### config.mk
export PLATFORM = sky130hd
export DESIGN_NAME = syndrome_dictionary_matcher
export DESIGN_NICKNAME = d
export VERILOG_FILES = /design/src/rtl/syndrome_dictionary_matcher.sv
export SDC_FILE = /design/constraint.sdc
export NUM_CORES = 1
export LEC_CHECK = 0
export CORE_ASPECT_RATIO = 1.4
export CORE_MARGIN = 4
export CORE_UTILIZATION = 40
export DETAILED_ROUTE_END_ITERATION = 8
export GPL_TIMING_DRIVEN = 0
export SETUP_SLACK_MARGIN = 0.05
export SKIP_CTS_REPAIR_TIMING = 1
export SLEW_MARGIN = 0
export SYNTH_ARGS = -nofsm -noshare
export SYNTH_HDL_FRONTEND = slang
export SYNTH_SLANG_ARGS = --single-unit
### constraint.sdc
create_clock -name clk -period 16 [get_ports clk]
set_clock_uncertainty 0.15 [all_clocks]
set_input_delay 2.4 -clock clk [delete_from_list [all_inputs] [get_ports clk]]
set_output_delay 2.4 -clock clk [all_outputs]
set_load 0.02 [all_outputs]
### src/rtl/syndrome_dictionary_matcher.sv
// Fault-diagnosis matcher: streams dictionary syndromes against a captured observed
// syndrome and tracks the first closest entry (Hamming distance) plus exact-match count.
module syndrome_dictionary_matcher #(
   parameter int unsigned TESTCOUNT = 117,
   parameter int unsigned ID_W      = 16,
   parameter int unsigned DIST_W    = $clog2(TESTCOUNT + 1)
) (
   input  logic                 clk,
   input  logic                 rst,
   input  logic                 start,
   input  logic [TESTCOUNT-1:0] obs_syndrome,
   input  logic                 ent_valid,
   output logic                 ent_ready,
   input  logic [TESTCOUNT-1:0] ent_syndrome,
   input  logic                 ent_last,
   output logic                 busy,
   output logic                 done,
   output logic [ID_W-1:0]      best_id,
   output logic [DIST_W-1:0]    best_dist,
   output logic [ID_W-1:0]      exact_count,
   output logic [ID_W-1:0]      entry_count,
   output logic                 id_ovf
);

   localparam logic [ID_W-1:0]   ID_MAX   = '1;
   localparam logic [DIST_W-1:0] DIST_MAX = '1;

   typedef enum logic [1:0] {IDLE, RUN, DRAIN, DONE} state_e;

   state_e               state_q;
   logic                 drain_cnt_q;
   logic                 busy_q;
   logic                 done_q;
   logic [TESTCOUNT-1:0] obs_q;
   logic                 s1_vld_q;
   logic [TESTCOUNT-1:0] s1_x_q;
   logic [ID_W-1:0]      s1_id_q;
   logic                 s2_vld_q;
   logic [DIST_W-1:0]    s2_dist_q;
   logic [ID_W-1:0]      s2_id_q;
   logic [ID_W-1:0]      best_id_q;
   logic [DIST_W-1:0]    best_dist_q;
   logic [ID_W-1:0]      exact_q;
   logic [ID_W-1:0]      count_q;
   logic                 ovf_q;

   logic accept;
   logic start_ok;

   function automatic logic [DIST_W-1:0] popcount(input logic [TESTCOUNT-1:0] v);
      logic [DIST_W-1:0] c;
      c = '0;
      for (int i = 0; i < TESTCOUNT; i++) begin
         c = c + DIST_W'(v[i]);
      end
      return c;
   endfunction

   assign ent_ready = (state_q == RUN);
   assign accept    = ent_valid & ent_ready;
   assign start_ok  = start & ((state_q == IDLE) | (state_q == DONE));

   // Control FSM; DRAIN holds two cycles so the last entry clears S2 and S3.
   always_ff @(posedge clk or posedge rst) begin
      if (rst) begin
         state_q     <= IDLE;
         drain_cnt_q <= 1'b0;
         busy_q      <= 1'b0;
         done_q      <= 1'b0;
      end else begin
         unique case (state_q)
            IDLE: if (start) begin
               state_q <= RUN;
               busy_q  <= 1'b1;
            end
            RUN: if (accept && ent_last) begin
               state_q     <= DRAIN;
               drain_cnt_q <= 1'b0;
            end
            DRAIN: begin
               drain_cnt_q <= 1'b1;
               if (drain_cnt_q) begin
                  state_q <= DONE;
                  busy_q  <= 1'b0;
                  done_q  <= 1'b1;
               end
            end
            DONE: if (start) begin
               state_q <= RUN;
               busy_q  <= 1'b1;
               done_q  <= 1'b0;
            end
            default: state_q <= IDLE;
         endcase
      end
   end

   // Three-stage compare pipeline plus result/counter registers.
   always_ff @(posedge clk or posedge rst) begin
      if (rst) begin
         obs_q       <= '0;
         s1_vld_q    <= 1'b0;
         s1_x_q      <= '0;
         s1_id_q     <= '0;
         s2_vld_q    <= 1'b0;
         s2_dist_q   <= '0;
         s2_id_q     <= '0;
         best_id_q   <= '0;
         best_dist_q <= DIST_MAX;
         exact_q     <= '0;
         count_q     <= '0;
         ovf_q       <= 1'b0;
      end else begin
         s1_vld_q <= accept;
         if (accept) begin
            s1_x_q  <= obs_q ^ ent_syndrome;
            s1_id_q <= count_q;
            if (count_q == ID_MAX) ovf_q   <= 1'b1;
            else                   count_q <= count_q + ID_W'(1);
         end
         s2_vld_q  <= s1_vld_q;
         s2_dist_q <= popcount(s1_x_q);
         s2_id_q   <= s1_id_q;
         if (s2_vld_q) begin
            if (s2_dist_q < best_dist_q) begin
               best_dist_q <= s2_dist_q;
               best_id_q   <= s2_id_q;
            end
            if (s2_dist_q == '0 && exact_q != ID_MAX) exact_q <= exact_q + ID_W'(1);
         end
         if (start_ok) begin
            obs_q       <= obs_syndrome;
            best_id_q   <= '0;
            best_dist_q <= DIST_MAX;
            exact_q     <= '0;
            count_q     <= '0;
            ovf_q       <= 1'b0;
         end
      end
   end

   assign busy        = busy_q;
   assign done        = done_q;
   assign best_id     = best_id_q;
   assign best_dist   = best_dist_q;
   assign exact_count = exact_q;
   assign entry_count = count_q;
   assign id_ovf      = ovf_q;

endmodule
==> results of run 1 <==
## cells by family (layout without fill, tap and decap cells)
logic type | count (synthesis) | in the layout | share of synthesized area
multiplexers | 42 | 42 | 0.0259
adder cells (fa/ha/maj) | 136 | 136 | 0.146
AO/OA/AOI/OAI | 152 | 152 | 0.0484
flip-flops | 336 | 336 | 0.495
buffers and inverters | 237 | 595 | 0.0534
AND/OR/NAND/NOR | 643 | 643 | 0.157
XOR/XNOR | 144 | 144 | 0.0742
## worst max path at each step
stage	slack (ns)	cells past startpoint	end	startpoint
after global placement	-0.14	2	obs_q[52]$_DFFE_PP0P_	rst
final	9.05	23	s2_dist_q[6]$_DFF_PP0_	s1_x_q[53]$_DFFE_PP0P_
after detailed placement	9.01	21	s2_dist_q[6]$_DFF_PP0_	s1_x_q[83]$_DFFE_PP0P_
after CTS	8.99	21	s2_dist_q[6]$_DFF_PP0_	s1_x_q[83]$_DFFE_PP0P_
after floorplan	4.15	1	best_id[0]$_DFFE_PP0P_	rst
after global routing	8.77	23	s2_dist_q[6]$_DFF_PP0_	s1_x_q[35]$_DFFE_PP0P_
## placed cells by master, fill, tap and decap left out, types with 3 or more instances in the layout
| cell | instances |
|---|---|
| sky130_fd_sc_hd__a21o_1 | 3 |
| sky130_fd_sc_hd__a21oi_1 | 77 |
| sky130_fd_sc_hd__a311oi_1 | 3 |
| sky130_fd_sc_hd__buf_1 | 10 |
| sky130_fd_sc_hd__buf_16 | 3 |
| sky130_fd_sc_hd__buf_2 | 5 |
| sky130_fd_sc_hd__buf_4 | 3 |
| sky130_fd_sc_hd__bufinv_16 | 3 |
| sky130_fd_sc_hd__clkbuf_1 | 56 |
| sky130_fd_sc_hd__clkbuf_16 | 37 |
| sky130_fd_sc_hd__clkbuf_8 | 4 |
| sky130_fd_sc_hd__clkdlybuf4s50_1 | 297 |
| sky130_fd_sc_hd__clkinv_2 | 3 |
| sky130_fd_sc_hd__clkinvlp_4 | 3 |
| sky130_fd_sc_hd__dfrtp_1 | 329 |
| sky130_fd_sc_hd__dfstp_2 | 7 |
| sky130_fd_sc_hd__fa_1 | 105 |
| sky130_fd_sc_hd__ha_1 | 31 |
| sky130_fd_sc_hd__inv_1 | 170 |
| sky130_fd_sc_hd__mux2_2 | 16 |
| sky130_fd_sc_hd__mux2i_1 | 26 |
| sky130_fd_sc_hd__nand2_1 | 458 |
| sky130_fd_sc_hd__nand3_1 | 9 |
| sky130_fd_sc_hd__nand4_1 | 8 |
| sky130_fd_sc_hd__nor2_1 | 120 |
| sky130_fd_sc_hd__nor2b_1 | 4 |
| sky130_fd_sc_hd__nor3_1 | 11 |
| sky130_fd_sc_hd__nor4_1 | 8 |
| sky130_fd_sc_hd__o21ai_0 | 59 |
| sky130_fd_sc_hd__xnor2_1 | 90 |
| sky130_fd_sc_hd__xor2_1 | 54 |
## layout make-up
cell class	count	area, um^2
clock buffers	49	1010
fillers	3882	20200
clock inverters	9	128
multi-input cells	1117	7680
well taps	546	683
flip-flops and latches	336	8420
repair buffers	300	3060
plain buffers	66	265
inverters	171	649
## worst max-delay path, cell delays in order, from the launching register on
cell,delay (ns)
sky130_fd_sc_hd__dfrtp_1,0.41
sky130_fd_sc_hd__fa_1,0.53
sky130_fd_sc_hd__inv_1,0.07
sky130_fd_sc_hd__fa_1,0.50
sky130_fd_sc_hd__inv_1,0.05
sky130_fd_sc_hd__fa_1,0.49
sky130_fd_sc_hd__inv_1,0.06
sky130_fd_sc_hd__fa_1,0.48
sky130_fd_sc_hd__inv_1,0.07
sky130_fd_sc_hd__fa_1,0.48
sky130_fd_sc_hd__inv_1,0.05
sky130_fd_sc_hd__fa_1,0.47
sky130_fd_sc_hd__fa_1,0.50
sky130_fd_sc_hd__fa_1,0.53
sky130_fd_sc_hd__fa_1,0.41
sky130_fd_sc_hd__inv_1,0.08
sky130_fd_sc_hd__fa_1,0.19
sky130_fd_sc_hd__inv_1,0.06
sky130_fd_sc_hd__fa_1,0.40
sky130_fd_sc_hd__nor2b_1,0.12
sky130_fd_sc_hd__o21ai_0,0.11
sky130_fd_sc_hd__a21boi_0,0.31
sky130_fd_sc_hd__mux2i_1,0.22
sky130_fd_sc_hd__nand2_1,0.07
## registers in the layout, indices dropped and copies added (netlist names)
signal	flops
s1_id_q	16
best_id	16
done	1
drain_cnt_q	1
exact_count	16
id_ovf	1
s2_vld_q	1
s2_dist_q	7
s1_x_q	117
entry_count	16
busy	1
state_q	2
best_dist	7
obs_q	117
s2_id_q	16
s1_vld_q	1
## routing by layer
layer / wire [um] / GRT usage / part of all wire / up-vias
met1: 17600 / 0.237 / 0.40 / 5953
met3: 1610 / 0.0284 / 0.036 / 60
met2: 23900 / 0.364 / 0.54 / 232
met4: 1080 / 0.0534 / 0.024 / 2
li1: - / - / - / 5921
met5: 13 / 0 / 0.00029 / -
## stage by stage
step,instance area [um^2],std cells,utilization
final,21900,2594,0.520
after CTS,21900,2594,0.520
after global routing,21900,2594,0.520
after global placement,20700,2533,0.491
after detailed placement,20700,2536,0.493
after floorplan,17000,1690,-
==> results.txt, run 1 <==
Critical path class: flop to flop
Library cell with the highest instance count after synthesis: sky130_fd_sc_hd__nand2_1
Register-to-register path setup slack: 9.05 ns
Most instantiated cells after synthesis: sky130_fd_sc_hd__nand2_1, sky130_fd_sc_hd__dfrtp_1, sky130_fd_sc_hd__inv_1, sky130_fd_sc_hd__nor2_1, sky130_fd_sc_hd__fa_1
Share of post-route cells with drive strength above 1: 0.0483
Final total negative setup slack: 0 ns
Reg2reg start: s1_x_q[53]$_DFFE_PP0P_
CP arrival: 7.19 ns
Number of sinks handled by clock tree synthesis: 336
Share of synthesized registers carrying an async set or reset: 1.00
Layout overhead on the synthesized area: 28.7%
Remaining antenna violation count after routing: 0
Setup crit end kind: flop
Final setup fails: 0
Depth of the CTS H-tree: 2
Number of violations of the max-capacitance limit: 0
Number of port buffers: 297
Total vias in the final route: 12168
Unrepaired setup endpoints after global routing: false
Average instance area after synthesis: 10.1 um^2
Post-place setup slack: 9.01 ns
Max Root-Sink Buffers: 3
Number of global-route vias before repair: 13409
Top cell type by total area after synthesis: sky130_fd_sc_hd__dfrtp_1
Effective utilization at floorplan: 0.404
Share of synthesized area occupied by flip-flops and latches: 0.495
Average wire per cell in the routed design: 17.0 um
Number of buffers added by the clock tree synthesis step: 36
Count of different cell masters after synthesis: 52
Gr ovfl total: 0
Area enclosed by the die boundary: 0.0459 mm^2
Data required time of the critical path: 16.24 ns
Die width: 182 um
IO Count: 298
Clock latency reported for the late side of the worst-skew pair: 0.52 ns
Worst Setup Start Kind: flop
Gate count of the mapped netlist: 1690
Diodes inserted: 0
Count of flip-flops with a built-in enable after synthesis: 0
Hold Path End: s2_vld_q$_DFF_PP0_
Number of max-slew violations in the final report: 0
DP HPWL: 34500 um
CTS tree: yes
Min-Delay Path Depth: 0
Synthesized Nets: 2065
Global Route Usage Sum: 0.196
Largest cells by area after synthesis: sky130_fd_sc_hd__dfrtp_1, sky130_fd_sc_hd__fa_1, sky130_fd_sc_hd__nand2_1
Clock-pin slew on the worst setup and hold paths: 0.06 ns
Number of design rule violations left after detail routing: 0
Flip-flop and latch count after synthesis: 336
Largest net degree at the start of global routing: 117
Die extent in y: 252 um
Synthesized cell area: 0.0170 mm^2
Root cell of the clock tree: sky130_fd_sc_hd__clkbuf_16
Wire length after detailed routing: 44100 um
Hold Path Class: flop to flop
Count of synthesis-stage warnings from yosys: 0
Routability Congestion: 0.859
Post-layout minimum cycle time: 6.95 ns
Startpoint of the most critical hold path: s1_vld_q$_DFF_PP0_
Antenna violations before repair: 1
Tightest slew margin relative to the limit: 0.308
Critical register-to-register path endpoint: s2_dist_q[6]$_DFF_PP0_
Slew at the pin closest to its max-slew limit: 1.04 ns
Share of the cycle needed by the critical path after routing: 0.435
Status: finished, final reports clean
Hold violation count in the final report: 0
R2R depth: 23
Maximum clock frequency: 144 MHz
Area of the placeable core: 0.0421 mm^2
Number of cell rows: 89
Worst Hold Margin: 0.199 ns
Final Net Count: 2403
Vias/cell: 4.69
Fin worst setup slack: 9.05 ns
Yosys top cell area share: 0.484
Commonest register cell after synthesis: sky130_fd_sc_hd__dfrtp_1
Number of detailed-route iterations in the first pass: 4
First-iteration detailed-routing DRC count: 605
Global-route wire length before repair: 71400 um
Maximum fanout count along the critical path: 2
Power of run 1 is not shown: default switching activity piles up to over one toggle a cycle in this logic, so the estimate is an artifact.
==> run 2, diff against run 1 <==
==> constraint.sdc (replaced) <==
create_clock -name clk -period 7 [get_ports clk]
set_clock_uncertainty 0.15 [all_clocks]
set_input_delay 1.05 -clock clk [delete_from_list [all_inputs] [get_ports clk]]
set_output_delay 1.05 -clock clk [all_outputs]
set_load 0.02 [all_outputs]
==> run 2 against run 1 <==
Against the previous run: sequential cell count is the same; core utilization rose by 0.39 points; first-iteration DRC count fell by 22%; sequential share of layout area decreased by 0.29 points; critical path depth fell by 4; die area unchanged; worst setup slack worse by 8.8 ns; wire length up 0.82%; critical endpoint unchanged.
==> results.txt, run 2 (synthesized netlist as in run 1, its figures left out) <==
Status: finished, final reports clean
Register-to-register path setup slack: 0.28 ns
Unrepaired setup endpoints after global routing: true
Max Root-Sink Buffers: 3
Clock latency reported for the late side of the worst-skew pair: 0.52 ns
Min-Delay Path Depth: 0
Global-route wire length before repair: 71700 um
Largest net degree at the start of global routing: 44
Global Route Usage Sum: 0.197
Number of max-slew violations in the final report: 0
Area enclosed by the die boundary: 0.0459 mm^2
Hold violation count in the final report: 0
Number of detailed-route iterations in the first pass: 5
Hold Path Class: flop to flop
Number of sinks handled by clock tree synthesis: 336
Number of design rule violations left after detail routing: 0
Post-place setup slack: 0.0556 ns
Routability Congestion: 0.841
Worst Setup Start Kind: flop
Number of cell rows: 89
Maximum clock frequency: 149 MHz
IO Count: 298
Gr ovfl total: 0
CP arrival: 6.96 ns
Startpoint of the most critical hold path: s1_vld_q$_DFF_PP0_
Post-layout minimum cycle time: 6.72 ns
Largest registers ranked by flip-flop count: obs_q (117), s1_x_q (117)
Layout filler cell count: 3915
Leading cell type in the layout, fill and taps excluded: sky130_fd_sc_hd__nand2_1
Reg2reg start: s1_x_q[101]$_DFFE_PP0P_
Area of the placeable core: 0.0421 mm^2
Wire length after detailed routing: 44500 um
Share of the cycle needed by the critical path after routing: 0.960
Maximum fanout count along the critical path: 2
Root cell of the clock tree: sky130_fd_sc_hd__clkbuf_16
DP HPWL: 35200 um
CTS tree: yes
Share of post-route cells with drive strength above 1: 0.0560
Core occupancy in the finished layout: 0.524
Depth of the CTS H-tree: 2
Critical register-to-register path endpoint: s2_dist_q[6]$_DFF_PP0_
Vias/cell: 4.66
Number of buffers added by the clock tree synthesis step: 35
Final setup fails: 0
R2R depth: 19
Fin worst setup slack: 0.282 ns
Hold Path End: s2_vld_q$_DFF_PP0_
Slew at the pin closest to its max-slew limit: 1.06 ns
Total vias in the final route: 12123
Critical path class: flop to flop
Standard cell area after detailed placement: 0.0208 mm^2
Die extent in y: 252 um
Effective utilization at floorplan: 0.404
Setup crit end kind: flop
Layout overhead on the synthesized area: 29.7%
Number of port buffers: 297
Most frequent cells in the layout: sky130_fd_sc_hd__nand2_1, sky130_fd_sc_hd__dfrtp_1, sky130_fd_sc_hd__clkdlybuf4s50_1
Fin area: 0.0220 mm^2
Final Net Count: 2410
Remaining antenna violation count after routing: 0
Tightest slew margin relative to the limit: 0.294
Number of global-route vias before repair: 13451
Number of violations of the max-capacitance limit: 0
Die width: 182 um
Antenna violations before repair: 2
Average wire per cell in the routed design: 17.1 um
Data required time of the critical path: 7.24 ns
First-iteration detailed-routing DRC count: 473
Clock-pin slew on the worst setup and hold paths: 0.06 ns
==> run 2: cell types whose count changed in the layout (fill, tap and decap cells not counted), moves of 2 or more <==
cell | previous run | this run
sky130_fd_sc_hd__buf_12 | 0 | 9
sky130_fd_sc_hd__buf_16 | 3 | 0
sky130_fd_sc_hd__buf_4 | 3 | 5
sky130_fd_sc_hd__clkbuf_1 | 56 | 52
sky130_fd_sc_hd__clkbuf_8 | 4 | 9
sky130_fd_sc_hd__clkinvlp_4 | 3 | 1
==> run 2: per-layer routing <==
| layer | global-route usage | part of all wire |
|---|---|---|
| met1 | 0.238 | 0.40 |
| met3 | 0.0283 | 0.040 |
| met5 | 0 | 0.00045 |
| met4 | 0.0682 | 0.033 |
| met2 | 0.358 | 0.53 |
==> run 2: stage by stage <==
| stage | cells | hold WS (ns) | setup TNS [ns] |
|---|---|---|---|
| 3_3_place_gp | 2533 | 0.182 | -358.69 |
| 2_1_floorplan | 1690 | 0.181 | 0 |
| 3_5_place_dp | 2542 | 0.185 | 0 |
| 5_1_grt | 2602 | 0.204 | 0 |
| 4_1_cts | 2599 | 0.199 | 0 |
| 6_report | 2602 | 0.197 | 0 |
==> run 2: how the worst max path moves through the flow <==
| stage | end | depth (start not counted) | startpoint |
|---|---|---|---|
| after floorplan | s2_dist_q[6]$_DFF_PP0_ | 23 | s1_x_q[53]$_DFFE_PP0P_ |
| after global placement | obs_q[45]$_DFFE_PP0P_ | 2 | rst |
| after detailed placement | s2_dist_q[6]$_DFF_PP0_ | 23 | s1_x_q[53]$_DFFE_PP0P_ |
| after CTS | s2_dist_q[6]$_DFF_PP0_ | 23 | s1_x_q[53]$_DFFE_PP0P_ |
| after global routing | s2_dist_q[6]$_DFF_PP0_ | 23 | s1_x_q[53]$_DFFE_PP0P_ |
| final | s2_dist_q[6]$_DFF_PP0_ | 19 | s1_x_q[101]$_DFFE_PP0P_ |
==> run 2: area by class of cell <==
| type | count | area (um^2) | share of cell area |
|---|---|---|---|
| antenna | 1 | 2.50 | 0.000113 |
| buffer | 66 | 265 | 0.0120 |
| clock buffer | 50 | 1060 | 0.0483 |
| clock inverter | 7 | 110 | 0.00499 |
| inverter | 171 | 646 | 0.0293 |
| multi-input combinational | 1117 | 7690 | 0.349 |
| sequential | 336 | 8420 | 0.382 |
| tap | 546 | 683 | 0.0310 |
| timing repair buffer | 308 | 3170 | 0.144 |
==> run 2: worst max-delay path, cell delays in order (launching register included) <==
cell and delay, ns:
sky130_fd_sc_hd__dfrtp_1 0.41, sky130_fd_sc_hd__fa_1 0.54, sky130_fd_sc_hd__fa_1 0.65, sky130_fd_sc_hd__fa_1 0.52, sky130_fd_sc_hd__fa_1 0.52, sky130_fd_sc_hd__inv_1 0.05
sky130_fd_sc_hd__fa_1 0.52, sky130_fd_sc_hd__fa_1 0.44, sky130_fd_sc_hd__fa_1 0.50, sky130_fd_sc_hd__fa_1 0.51, sky130_fd_sc_hd__fa_1 0.41, sky130_fd_sc_hd__inv_1 0.08
sky130_fd_sc_hd__fa_1 0.18, sky130_fd_sc_hd__inv_1 0.06, sky130_fd_sc_hd__fa_1 0.41, sky130_fd_sc_hd__nor2b_2 0.14, sky130_fd_sc_hd__o21ai_2 0.08, sky130_fd_sc_hd__a21boi_2 0.17
sky130_fd_sc_hd__mux2i_1 0.19, sky130_fd_sc_hd__nand2_1 0.07
Power of run 2 is left out for the same reason.
